## config.mk

```make
export PLATFORM = sky130hd
export DESIGN_NAME = age_issue_queue_flat
export DESIGN_NICKNAME = d
export VERILOG_FILES = /design/src/rtl/age_issue_queue_pkg.sv /design/src/rtl/age_issue_queue_if.sv /design/src/rtl/age_issue_queue_age_matrix_select.sv /design/src/rtl/age_issue_queue.sv /design/src/flat_wrapper.sv
export SDC_FILE = /design/constraint.sdc
export NUM_CORES = 2
export LEC_CHECK = 0
export ABC_AREA = 1
export BUFFER_PORTS_ARGS = -buffer_cell sky130_fd_sc_hd__buf_2
export CORE_ASPECT_RATIO = 1.1
export CORE_MARGIN = 2
export CORE_UTILIZATION = 45
export CTS_BUF_LIST = sky130_fd_sc_hd__clkbuf_16
export DETAILED_ROUTE_END_ITERATION = 10
export GPL_ROUTABILITY_DRIVEN = 0
export GPL_TIMING_DRIVEN = 0
export PLACE_DENSITY_LB_ADDON = 0.15
export SLEW_MARGIN = 5
export SYNTH_ARGS = -nofsm -noshare
export SYNTH_HDL_FRONTEND = slang
export SYNTH_SLANG_ARGS = --single-unit
```

## constraint.sdc

```tcl
create_clock -name clk -period 40.4 [get_ports clk]
set_clock_uncertainty 0.2 [all_clocks]
set_input_delay 8.08 -clock clk [delete_from_list [all_inputs] [get_ports clk]]
set_output_delay 8.08 -clock clk [all_outputs]
set_load 0.05 [all_outputs]
```

## src/rtl/age_issue_queue_pkg.sv

```systemverilog
// Shared constants for the age-ordered issue queue.
// Holds default sizing parameters and FU select encodings.
package issue_pkg;

    localparam int IQ_DEPTH     = 8;
    localparam int IQ_ROB_W     = 3;
    localparam int IQ_PREG_W    = 7;
    localparam int IQ_FU_W      = 3;
    localparam int IQ_NUM_WK    = 2;
    localparam int IQ_PAYLOAD_W = 112;

    typedef enum logic [2:0] {
        FU_ALU   = 3'd0,
        FU_MUL   = 3'd1,
        FU_DIV   = 3'd2,
        FU_FALU  = 3'd3,
        FU_FMUL  = 3'd4,
        FU_FDIV  = 3'd5,
        FU_LOAD  = 3'd6,
        FU_STORE = 3'd7
    } fu_e;

endpackage

```

## src/rtl/age_issue_queue_if.sv

```systemverilog
// Dispatch and issue handshake bundle of the issue queue.
// master: dispatch source / issue sink; slave: the queue itself.
interface age_issue_queue_if
    import issue_pkg::*;
#(
    parameter int PAYLOAD_W = IQ_PAYLOAD_W,
    parameter int PREG_W    = IQ_PREG_W,
    parameter int FU_W      = IQ_FU_W,
    parameter int ROB_W     = IQ_ROB_W
);
    logic                 disp_valid;
    logic                 disp_ready;
    logic [PAYLOAD_W-1:0] disp_payload;
    logic [PREG_W-1:0]    disp_rs1;
    logic [PREG_W-1:0]    disp_rs2;
    logic [PREG_W-1:0]    disp_rd;
    logic                 disp_rs1_rdy;
    logic                 disp_rs2_rdy;
    logic [FU_W-1:0]      disp_fu;
    logic [ROB_W-1:0]     disp_rob;

    logic                 iss_valid;
    logic                 iss_ready;
    logic [PAYLOAD_W-1:0] iss_payload;
    logic [PREG_W-1:0]    iss_rs1;
    logic [PREG_W-1:0]    iss_rs2;
    logic [PREG_W-1:0]    iss_rd;
    logic [FU_W-1:0]      iss_fu;
    logic [ROB_W-1:0]     iss_rob;

    modport master (
        output disp_valid, disp_payload, disp_rs1, disp_rs2, disp_rd,
        output disp_rs1_rdy, disp_rs2_rdy, disp_fu, disp_rob,
        input  disp_ready,
        input  iss_valid, iss_payload, iss_rs1, iss_rs2, iss_rd,
        input  iss_fu, iss_rob,
        output iss_ready
    );

    modport slave (
        input  disp_valid, disp_payload, disp_rs1, disp_rs2, disp_rd,
        input  disp_rs1_rdy, disp_rs2_rdy, disp_fu, disp_rob,
        output disp_ready,
        output iss_valid, iss_payload, iss_rs1, iss_rs2, iss_rd,
        output iss_fu, iss_rob,
        input  iss_ready
    );

endinterface

```

## src/rtl/age_issue_queue_age_matrix_select.sv

```systemverilog
// Age matrix with oldest-ready one-hot grant.
// Ports: clk, rst, i_alloc/i_free (one-hot slots), i_ready, o_grant.
module age_matrix_select #(
    parameter int DEPTH = 8
) (
    input  logic             clk,
    input  logic             rst,
    input  logic [DEPTH-1:0] i_alloc,
    input  logic [DEPTH-1:0] i_free,
    input  logic [DEPTH-1:0] i_ready,
    output logic [DEPTH-1:0] o_grant
);

    // r_age[i][j] = 1 : slot i is older than slot j
    logic [DEPTH-1:0] r_age [DEPTH];
    logic [DEPTH-1:0] r_vld;
    logic [DEPTH-1:0] w_keep;
    logic [DEPTH-1:0] w_blk;

    assign w_keep = r_vld & ~i_free;

    always_comb begin
        w_blk   = '0;
        o_grant = '0;
        for (int i = 0; i < DEPTH; i++) begin
            for (int j = 0; j < DEPTH; j++) begin
                if (i_ready[j] && r_age[j][i]) w_blk[i] = 1'b1;
            end
            o_grant[i] = i_ready[i] && !w_blk[i];
        end
    end

    // New slot becomes youngest: every surviving entry is older than it.
    // Freed or reallocated slots have their row and column cleared.
    always_ff @(posedge clk) begin
        if (rst) begin
            r_vld <= '0;
            for (int i = 0; i < DEPTH; i++) r_age[i] <= '0;
        end else begin
            r_vld <= w_keep | i_alloc;
            for (int i = 0; i < DEPTH; i++) begin
                for (int j = 0; j < DEPTH; j++) begin
                    if (i_alloc[j])
                        r_age[i][j] <= w_keep[i];
                    else if (i_alloc[i] || i_free[i] || i_free[j])
                        r_age[i][j] <= 1'b0;
                end
            end
        end
    end

endmodule

```

## src/rtl/age_issue_queue.sv

```systemverilog
// Out-of-order issue queue, oldest-ready-first selection.
// Ports: clk, rst, bus (dispatch/issue), wakeup, fu_ready, stall, flush, occupancy.
module age_issue_queue
    import issue_pkg::*;
#(
    parameter int DEPTH     = IQ_DEPTH,
    parameter int ROB_W     = IQ_ROB_W,
    parameter int PREG_W    = IQ_PREG_W,
    parameter int FU_W      = IQ_FU_W,
    parameter int NUM_WK    = IQ_NUM_WK,
    parameter int PAYLOAD_W = IQ_PAYLOAD_W
) (
    input  logic                       clk,
    input  logic                       rst,
    age_issue_queue_if.slave           bus,
    input  logic [NUM_WK-1:0]          wk_valid,
    input  logic [NUM_WK*PREG_W-1:0]   wk_tag,
    input  logic [(2**FU_W)-1:0]       fu_ready,
    input  logic                       stall,
    input  logic                       flush_valid,
    input  logic [(2**ROB_W)-1:0]      flush_mask,
    output logic [$clog2(DEPTH+1)-1:0] occupancy
);

    localparam int OCC_W = $clog2(DEPTH + 1);

    logic [DEPTH-1:0]     r_vld;
    logic [DEPTH-1:0]     r_rdy1;
    logic [DEPTH-1:0]     r_rdy2;
    logic [PAYLOAD_W-1:0] r_pay [DEPTH];
    logic [PREG_W-1:0]    r_rs1 [DEPTH];
    logic [PREG_W-1:0]    r_rs2 [DEPTH];
    logic [PREG_W-1:0]    r_rd  [DEPTH];
    logic [FU_W-1:0]      r_fu  [DEPTH];
    logic [ROB_W-1:0]     r_rob [DEPTH];

    logic                 r_ovld;
    logic [PAYLOAD_W-1:0] r_opay;
    logic [PREG_W-1:0]    r_ors1;
    logic [PREG_W-1:0]    r_ors2;
    logic [PREG_W-1:0]    r_ord;
    logic [FU_W-1:0]      r_ofu;
    logic [ROB_W-1:0]     r_orob;

    logic                 w_full;
    logic                 w_disp_fire;
    logic                 w_found;
    logic                 w_adv;
    logic [DEPTH-1:0]     w_alloc;
    logic [DEPTH-1:0]     w_wk1;
    logic [DEPTH-1:0]     w_wk2;
    logic [DEPTH-1:0]     w_rdy;
    logic [DEPTH-1:0]     w_req;
    logic [DEPTH-1:0]     w_grant;
    logic [DEPTH-1:0]     w_kill;
    logic [DEPTH-1:0]     w_free;
    logic                 w_d_wk1;
    logic                 w_d_wk2;
    logic                 w_gany;
    logic                 w_gflush;
    logic [PAYLOAD_W-1:0] w_g_pay;
    logic [PREG_W-1:0]    w_g_rs1;
    logic [PREG_W-1:0]    w_g_rs2;
    logic [PREG_W-1:0]    w_g_rd;
    logic [FU_W-1:0]      w_g_fu;
    logic [ROB_W-1:0]     w_g_rob;
    logic [OCC_W-1:0]     w_occ;

    // Tag 0 never matches a wakeup; it is treated as ready at capture.
    function automatic logic f_wake(
        input logic [PREG_W-1:0]        tag,
        input logic [NUM_WK-1:0]        v,
        input logic [NUM_WK*PREG_W-1:0] t
    );
        logic m;
        m = 1'b0;
        for (int k = 0; k < NUM_WK; k++) begin
            if (v[k] && t[k*PREG_W +: PREG_W] == tag) m = 1'b1;
        end
        return m && (tag != '0);
    endfunction

    assign w_full         = &r_vld;
    assign bus.disp_ready = !w_full && !flush_valid && !stall && !rst;
    assign w_disp_fire    = bus.disp_valid && bus.disp_ready;
    assign w_adv          = !r_ovld || bus.iss_ready;
    assign w_d_wk1        = f_wake(bus.disp_rs1, wk_valid, wk_tag);
    assign w_d_wk2        = f_wake(bus.disp_rs2, wk_valid, wk_tag);

    always_comb begin
        w_alloc = '0;
        w_found = 1'b0;
        for (int i = 0; i < DEPTH; i++) begin
            if (!r_vld[i] && !w_found) begin
                w_alloc[i] = w_disp_fire;
                w_found    = 1'b1;
            end
        end
    end

    always_comb begin
        w_wk1  = '0;
        w_wk2  = '0;
        w_rdy  = '0;
        w_kill = '0;
        for (int i = 0; i < DEPTH; i++) begin
            w_wk1[i]  = f_wake(r_rs1[i], wk_valid, wk_tag);
            w_wk2[i]  = f_wake(r_rs2[i], wk_valid, wk_tag);
            w_rdy[i]  = r_vld[i] && (r_rdy1[i] || w_wk1[i])
                     && (r_rdy2[i] || w_wk2[i]) && fu_ready[r_fu[i]];
            w_kill[i] = flush_valid && r_vld[i] && flush_mask[r_rob[i]];
        end
    end

    assign w_req  = w_rdy & {DEPTH{w_adv}};
    assign w_free = w_grant | w_kill;

    age_matrix_select #(.DEPTH(DEPTH)) u_age (
        .clk     (clk),
        .rst     (rst),
        .i_alloc (w_alloc),
        .i_free  (w_free),
        .i_ready (w_req),
        .o_grant (w_grant)
    );

    always_comb begin
        w_gany  = 1'b0;
        w_g_pay = '0;
        w_g_rs1 = '0;
        w_g_rs2 = '0;
        w_g_rd  = '0;
        w_g_fu  = '0;
        w_g_rob = '0;
        for (int i = 0; i < DEPTH; i++) begin
            if (w_grant[i]) begin
                w_gany  = 1'b1;
                w_g_pay = r_pay[i];
                w_g_rs1 = r_rs1[i];
                w_g_rs2 = r_rs2[i];
                w_g_rd  = r_rd[i];
                w_g_fu  = r_fu[i];
                w_g_rob = r_rob[i];
            end
        end
    end

    assign w_gflush = flush_valid && flush_mask[w_g_rob];

    always_ff @(posedge clk) begin
        if (rst) begin
            r_vld  <= '0;
            r_rdy1 <= '0;
            r_rdy2 <= '0;
        end else begin
            for (int i = 0; i < DEPTH; i++) begin
                if (w_alloc[i]) begin
                    r_vld[i]  <= 1'b1;
                    r_rdy1[i] <= bus.disp_rs1_rdy || w_d_wk1
                              || (bus.disp_rs1 == '0);
                    r_rdy2[i] <= bus.disp_rs2_rdy || w_d_wk2
                              || (bus.disp_rs2 == '0);
                    r_pay[i]  <= bus.disp_payload;
                    r_rs1[i]  <= bus.disp_rs1;
                    r_rs2[i]  <= bus.disp_rs2;
                    r_rd[i]   <= bus.disp_rd;
                    r_fu[i]   <= bus.disp_fu;
                    r_rob[i]  <= bus.disp_rob;
                end else if (w_free[i]) begin
                    r_vld[i] <= 1'b0;
                end else if (r_vld[i]) begin
                    r_rdy1[i] <= r_rdy1[i] || w_wk1[i];
                    r_rdy2[i] <= r_rdy2[i] || w_wk2[i];
                end
            end
        end
    end

    // A granted-but-flushed entry still leaves the queue; it just
    // never becomes visible on the issue port.
    always_ff @(posedge clk) begin
        if (rst) begin
            r_ovld <= 1'b0;
            r_opay <= '0;
            r_ors1 <= '0;
            r_ors2 <= '0;
            r_ord  <= '0;
            r_ofu  <= '0;
            r_orob <= '0;
        end else if (w_adv) begin
            r_ovld <= w_gany && !w_gflush;
            if (w_gany) begin
                r_opay <= w_g_pay;
                r_ors1 <= w_g_rs1;
                r_ors2 <= w_g_rs2;
                r_ord  <= w_g_rd;
                r_ofu  <= w_g_fu;
                r_orob <= w_g_rob;
            end
        end else if (flush_valid && flush_mask[r_orob]) begin
            r_ovld <= 1'b0;
        end
    end

    always_comb begin
        w_occ = '0;
        for (int i = 0; i < DEPTH; i++) w_occ = w_occ + OCC_W'(r_vld[i]);
    end

    assign occupancy       = w_occ;
    assign bus.iss_valid   = r_ovld;
    assign bus.iss_payload = r_opay;
    assign bus.iss_rs1     = r_ors1;
    assign bus.iss_rs2     = r_ors2;
    assign bus.iss_rd      = r_ord;
    assign bus.iss_fu      = r_ofu;
    assign bus.iss_rob     = r_orob;

endmodule

```

## src/flat_wrapper.sv

```systemverilog
// flat-port wrapper written by rule: the top's interface ports become plain ports
module age_issue_queue_flat import issue_pkg::*;
#(
    parameter int DEPTH     = IQ_DEPTH,
    parameter int ROB_W     = IQ_ROB_W,
    parameter int PREG_W    = IQ_PREG_W,
    parameter int FU_W      = IQ_FU_W,
    parameter int NUM_WK    = IQ_NUM_WK,
    parameter int PAYLOAD_W = IQ_PAYLOAD_W
)
  (clk, rst, wk_valid, wk_tag, fu_ready, stall, flush_valid, flush_mask, occupancy, bus_disp_valid, bus_disp_payload, bus_disp_rs1, bus_disp_rs2, bus_disp_rd, bus_disp_rs1_rdy, bus_disp_rs2_rdy, bus_disp_fu, bus_disp_rob, bus_disp_ready, bus_iss_valid, bus_iss_payload, bus_iss_rs1, bus_iss_rs2, bus_iss_rd, bus_iss_fu, bus_iss_rob, bus_iss_ready);
  age_issue_queue_if #(.PAYLOAD_W(PAYLOAD_W), .PREG_W(PREG_W), .FU_W(FU_W), .ROB_W(ROB_W)) bus_i ();
  input  logic clk;
  input  logic rst;
  input  logic [NUM_WK-1:0] wk_valid;
  input  logic [NUM_WK*PREG_W-1:0] wk_tag;
  input  logic [(2**FU_W)-1:0] fu_ready;
  input  logic stall;
  input  logic flush_valid;
  input  logic [(2**ROB_W)-1:0] flush_mask;
  output logic [$clog2(DEPTH+1)-1:0] occupancy;
  input wire logic [$bits(bus_i.disp_valid)-1:0] bus_disp_valid;
  input wire logic [$bits(bus_i.disp_payload)-1:0] bus_disp_payload;
  input wire logic [$bits(bus_i.disp_rs1)-1:0] bus_disp_rs1;
  input wire logic [$bits(bus_i.disp_rs2)-1:0] bus_disp_rs2;
  input wire logic [$bits(bus_i.disp_rd)-1:0] bus_disp_rd;
  input wire logic [$bits(bus_i.disp_rs1_rdy)-1:0] bus_disp_rs1_rdy;
  input wire logic [$bits(bus_i.disp_rs2_rdy)-1:0] bus_disp_rs2_rdy;
  input wire logic [$bits(bus_i.disp_fu)-1:0] bus_disp_fu;
  input wire logic [$bits(bus_i.disp_rob)-1:0] bus_disp_rob;
  output wire logic [$bits(bus_i.disp_ready)-1:0] bus_disp_ready;
  output wire logic [$bits(bus_i.iss_valid)-1:0] bus_iss_valid;
  output wire logic [$bits(bus_i.iss_payload)-1:0] bus_iss_payload;
  output wire logic [$bits(bus_i.iss_rs1)-1:0] bus_iss_rs1;
  output wire logic [$bits(bus_i.iss_rs2)-1:0] bus_iss_rs2;
  output wire logic [$bits(bus_i.iss_rd)-1:0] bus_iss_rd;
  output wire logic [$bits(bus_i.iss_fu)-1:0] bus_iss_fu;
  output wire logic [$bits(bus_i.iss_rob)-1:0] bus_iss_rob;
  input wire logic [$bits(bus_i.iss_ready)-1:0] bus_iss_ready;
  assign bus_i.disp_valid = bus_disp_valid;
  assign bus_i.disp_payload = bus_disp_payload;
  assign bus_i.disp_rs1 = bus_disp_rs1;
  assign bus_i.disp_rs2 = bus_disp_rs2;
  assign bus_i.disp_rd = bus_disp_rd;
  assign bus_i.disp_rs1_rdy = bus_disp_rs1_rdy;
  assign bus_i.disp_rs2_rdy = bus_disp_rs2_rdy;
  assign bus_i.disp_fu = bus_disp_fu;
  assign bus_i.disp_rob = bus_disp_rob;
  assign bus_disp_ready = bus_i.disp_ready;
  assign bus_iss_valid = bus_i.iss_valid;
  assign bus_iss_payload = bus_i.iss_payload;
  assign bus_iss_rs1 = bus_i.iss_rs1;
  assign bus_iss_rs2 = bus_i.iss_rs2;
  assign bus_iss_rd = bus_i.iss_rd;
  assign bus_iss_fu = bus_i.iss_fu;
  assign bus_iss_rob = bus_i.iss_rob;
  assign bus_i.iss_ready = bus_iss_ready;
  age_issue_queue #(.DEPTH(DEPTH), .ROB_W(ROB_W), .PREG_W(PREG_W), .FU_W(FU_W), .NUM_WK(NUM_WK), .PAYLOAD_W(PAYLOAD_W)) u_core (.clk(clk), .rst(rst), .bus(bus_i), .wk_valid(wk_valid), .wk_tag(wk_tag), .fu_ready(fu_ready), .stall(stall), .flush_valid(flush_valid), .flush_mask(flush_mask), .occupancy(occupancy));
endmodule
```

==> reports/qor.txt <==
sequential cell area fraction in the yosys report -> 0.671
vias in the first global route -> 42800
sw frac -> 0.215
Synth Area in Adders -> 0.00247
top cells by area, synth -> edfxtp_1, nand2_1, dfxtp_1, o21ai_1, nand3_1
Overall Power -> 2.88 mW
Clock Latency Late Sink -> 790 ps
compound-gate portion of the synthesized area -> 0.123
Max Cap Viol -> 0
EDFF count, synth -> 1176
Slew @ Worst Pin -> 1420 ps
HP Class -> flop to flop
CP Launch Type -> input pin
cell taking the most area after synthesis -> edfxtp_1
Worst-path clk slew -> 70 ps
flop and latch count out of synthesis -> 1348
relative slew slack -> 0.0554
worst hold slack -> 269 ps
Int Power -> 2.26 mW
first-pass GRT wire length -> 285 mm
clk sinks -> 1348
CP max-delay cell -> clkbuf_2
VDD IR-drop max -> 0.0444 mV
PostCTS Resize Cnt -> 0
DR iter-0 viols -> 5630
largest net degree at the start of global routing -> 96
# rows -> 137
critical path class -> input pin to output port
Antenna Nets Post-Route -> 0
Post-Syn Area -> 57700 sq um
placed cell area -> 62400 sq um
CP top delay family -> buffers and inverters
Mapped Cells -> 5348
Finish-stage setup viols -> 0
final number of max-transition violations -> 0
CP cell instances -> clkbuf_2 > nor3_1 > o41ai_1 > inv_1 > buf_2
core area -> 127000 sq um
Post-synth ARST share -> 0
Tcrit/Tclk final -> 0.439
fillers -> 11200
Vias -> 45000
GRT Resource Usage Total -> 0.294
critical-path maximum fanout -> 10
Hold Buf Count CTS -> 0
nets -> 6093
routed len/inst -> 25.7 um
simple-gate portion of the synthesized area -> 0.146
drt pass-1 iters -> 7
Final Hold Fails -> 0
share of layout cells above drive strength 1 -> 0.139
# IOs -> 324
Clock Power Share -> 0.443
TritonCTS clock tree -> yes
initial antenna violation count -> 39
mux cell area share after synthesis -> 0.00139
PortBufs -> 305
Synth top cells by count -> nand2_1, edfxtp_1, o21ai_1
crit path buf inv count -> 3
power density cells -> 43.0 nW/um^2
DRC Markers -> 0
synthesis warning total -> 0
Critical Path RT -> 32120 ps
Gate power share -> 0.029
Starting Density -> 0.455
htree depth -> 4
TritonCTS buffer count -> 141
leakage -> 24.6 nW
drt total wl -> 198 mm
synthesis-to-finish area growth -> 16.0%
Critical Path Sink Type -> output port
Sequential Power Share -> 0.528
clk root buf -> clkbuf_16
final instance count without filler cells -> 7703
Synth top area share -> 0.612
clk buf depth -> 3
main combinational cell family by area after synthesis -> simple AND/OR/NAND/NOR gates
syn nets -> 5536
Multi-input gate area -> 16200 sq um
switching power -> 620 uW
Die Height -> 380 um
Synth Area in XOR/XNOR -> 0.00652
Sequential Area -> 38800 sq um
Final Critical Period -> 17740 ps
WP data arrival -> 9460 ps
syn avg cell area -> 10.8 sq um
max incr delay on CP -> 420 ps
GRT overflow -> 0
Unique masters post-synth -> 55
status -> complete, no violations
DIE AREA -> 131000 sq um
placed cells -> 7430
die width -> 346 um
post-CTS setup buffer count -> 0
post-DP HPWL -> 137 mm
Top FF cell, synth -> edfxtp_1
f_max -> 56.4 MHz
most numerous cell in the Yosys netlist -> nand2_1
RSZ-0062 raised after global routing -> false
vias per inst -> 5.84
Final Cell Area -> 67000 sq um
## registers in the layout, summed over array words and instances, names as in the netlist
signal and flops:
u_core.r_pay 896, u_core.bus.iss_payload 112, u_core.u_age.r_age 64, u_core.r_rd 56, u_core.r_rs1 56, u_core.r_rs2 56
u_core.r_fu 24, u_core.r_rob 24, u_core.r_rdy1 8, u_core.r_rdy2 8, u_core.r_vld 8, u_core.u_age.r_vld 8
u_core.bus.iss_rd 7, u_core.bus.iss_rs1 7, u_core.bus.iss_rs2 7, u_core.bus.iss_fu 3, u_core.bus.iss_rob 3, u_core.bus.iss_valid 1
## path summary, 6_finish.rpt
check        slack, ps                    end            startpoint  cells past startpoint
max              22670         bus_disp_ready                   rst                      5
min                270       u_core.r_rdy1[0]      u_core.r_rdy1[0]                      2
max reg2reg      35000  u_core.bus.iss_rs1[4]  u_core.bus.iss_valid                     17
min reg2reg        270       u_core.r_rdy1[0]      u_core.r_rdy1[0]                      2
## layout make-up
| class | instances | area share |
|---|---|---|
| Clock inverter | 118 | 0.0134 |
| Sequential cell | 1348 | 0.579 |
| Timing Repair Buffer | 414 | 0.0380 |
| Multi-Input combinational cell | 3362 | 0.242 |
| Clock buffer | 144 | 0.0538 |
| Antenna cell | 11 | 0.000411 |
| Inverter | 305 | 0.0174 |
| Tap cell | 1668 | 0.0312 |
| Buffer | 333 | 0.0252 |
## power by group through the flow
stage / Sequential [mW] / Clock [mW] / Combinational, mW
finish: 1.52 / 1.28 / 0.0832
global route: 1.52 / 1.34 / 0.0874
CTS: 1.52 / 1.29 / 0.0806
detailed placement: 1.55 / 0 / 0.0803
global placement: 1.55 / 0 / 0.0780
floorplan: 1.55 / 0 / 0.0331
## cells by family after synthesis
group,Yosys count
flip-flops,1348
adder cells (fa/ha/maj),9
AO/OA/AOI/OAI,1263
multiplexers,8
XOR/XNOR,43
buffers and inverters,638
AND/OR/NAND/NOR,2039
## metal layers
metal / track usage / vias to the layer above / wire length (um)
met5: 0 / - / 200
met4: 0.173 / 32 / 12600
met3: 0.0703 / 646 / 19200
met2: 0.456 / 2381 / 89300
met1: 0.378 / 21700 / 76500
li1: - / 20200 / -
## tightest hold or removal path, cell delays in order (launching register included)
cell     delay [ps]
dfxtp_1         310
nand2_1          60
a21oi_1          50
## cells in the final DEF, fill, tap and decap left out, types with 34 or more instances in the layout
cell,netlist,layout
nand2_1,1230,1230
edfxtp_1,1176,1176
buf_2,104,409
o21ai_1,338,338
nand3_1,335,335
nor2_1,329,328
inv_1,267,308
o21ai_0,297,297
a21oi_1,272,272
dfxtp_1,172,172
o211ai_1,159,159
clkbuf_16,0,144
clkbuf_1,147,143
a31oi_1,132,132
buf_4,43,123
nand4_1,77,77
clkinv_1,10,43
buf_6,19,40
xnor2_1,34,34
## stage by stage
stage / setup TNS (ps) / setup slack, ps / utilization
global placement: -16500 / -2360 / 0.483
finish: 0 / 22670 / 0.527
detailed placement: 0 / 22680 / 0.491
floorplan: 0 / 14860 / -
CTS: 0 / 22680 / 0.527
global route: 0 / 22630 / 0.527
Note: power is estimated with default switching activity, not from simulation.
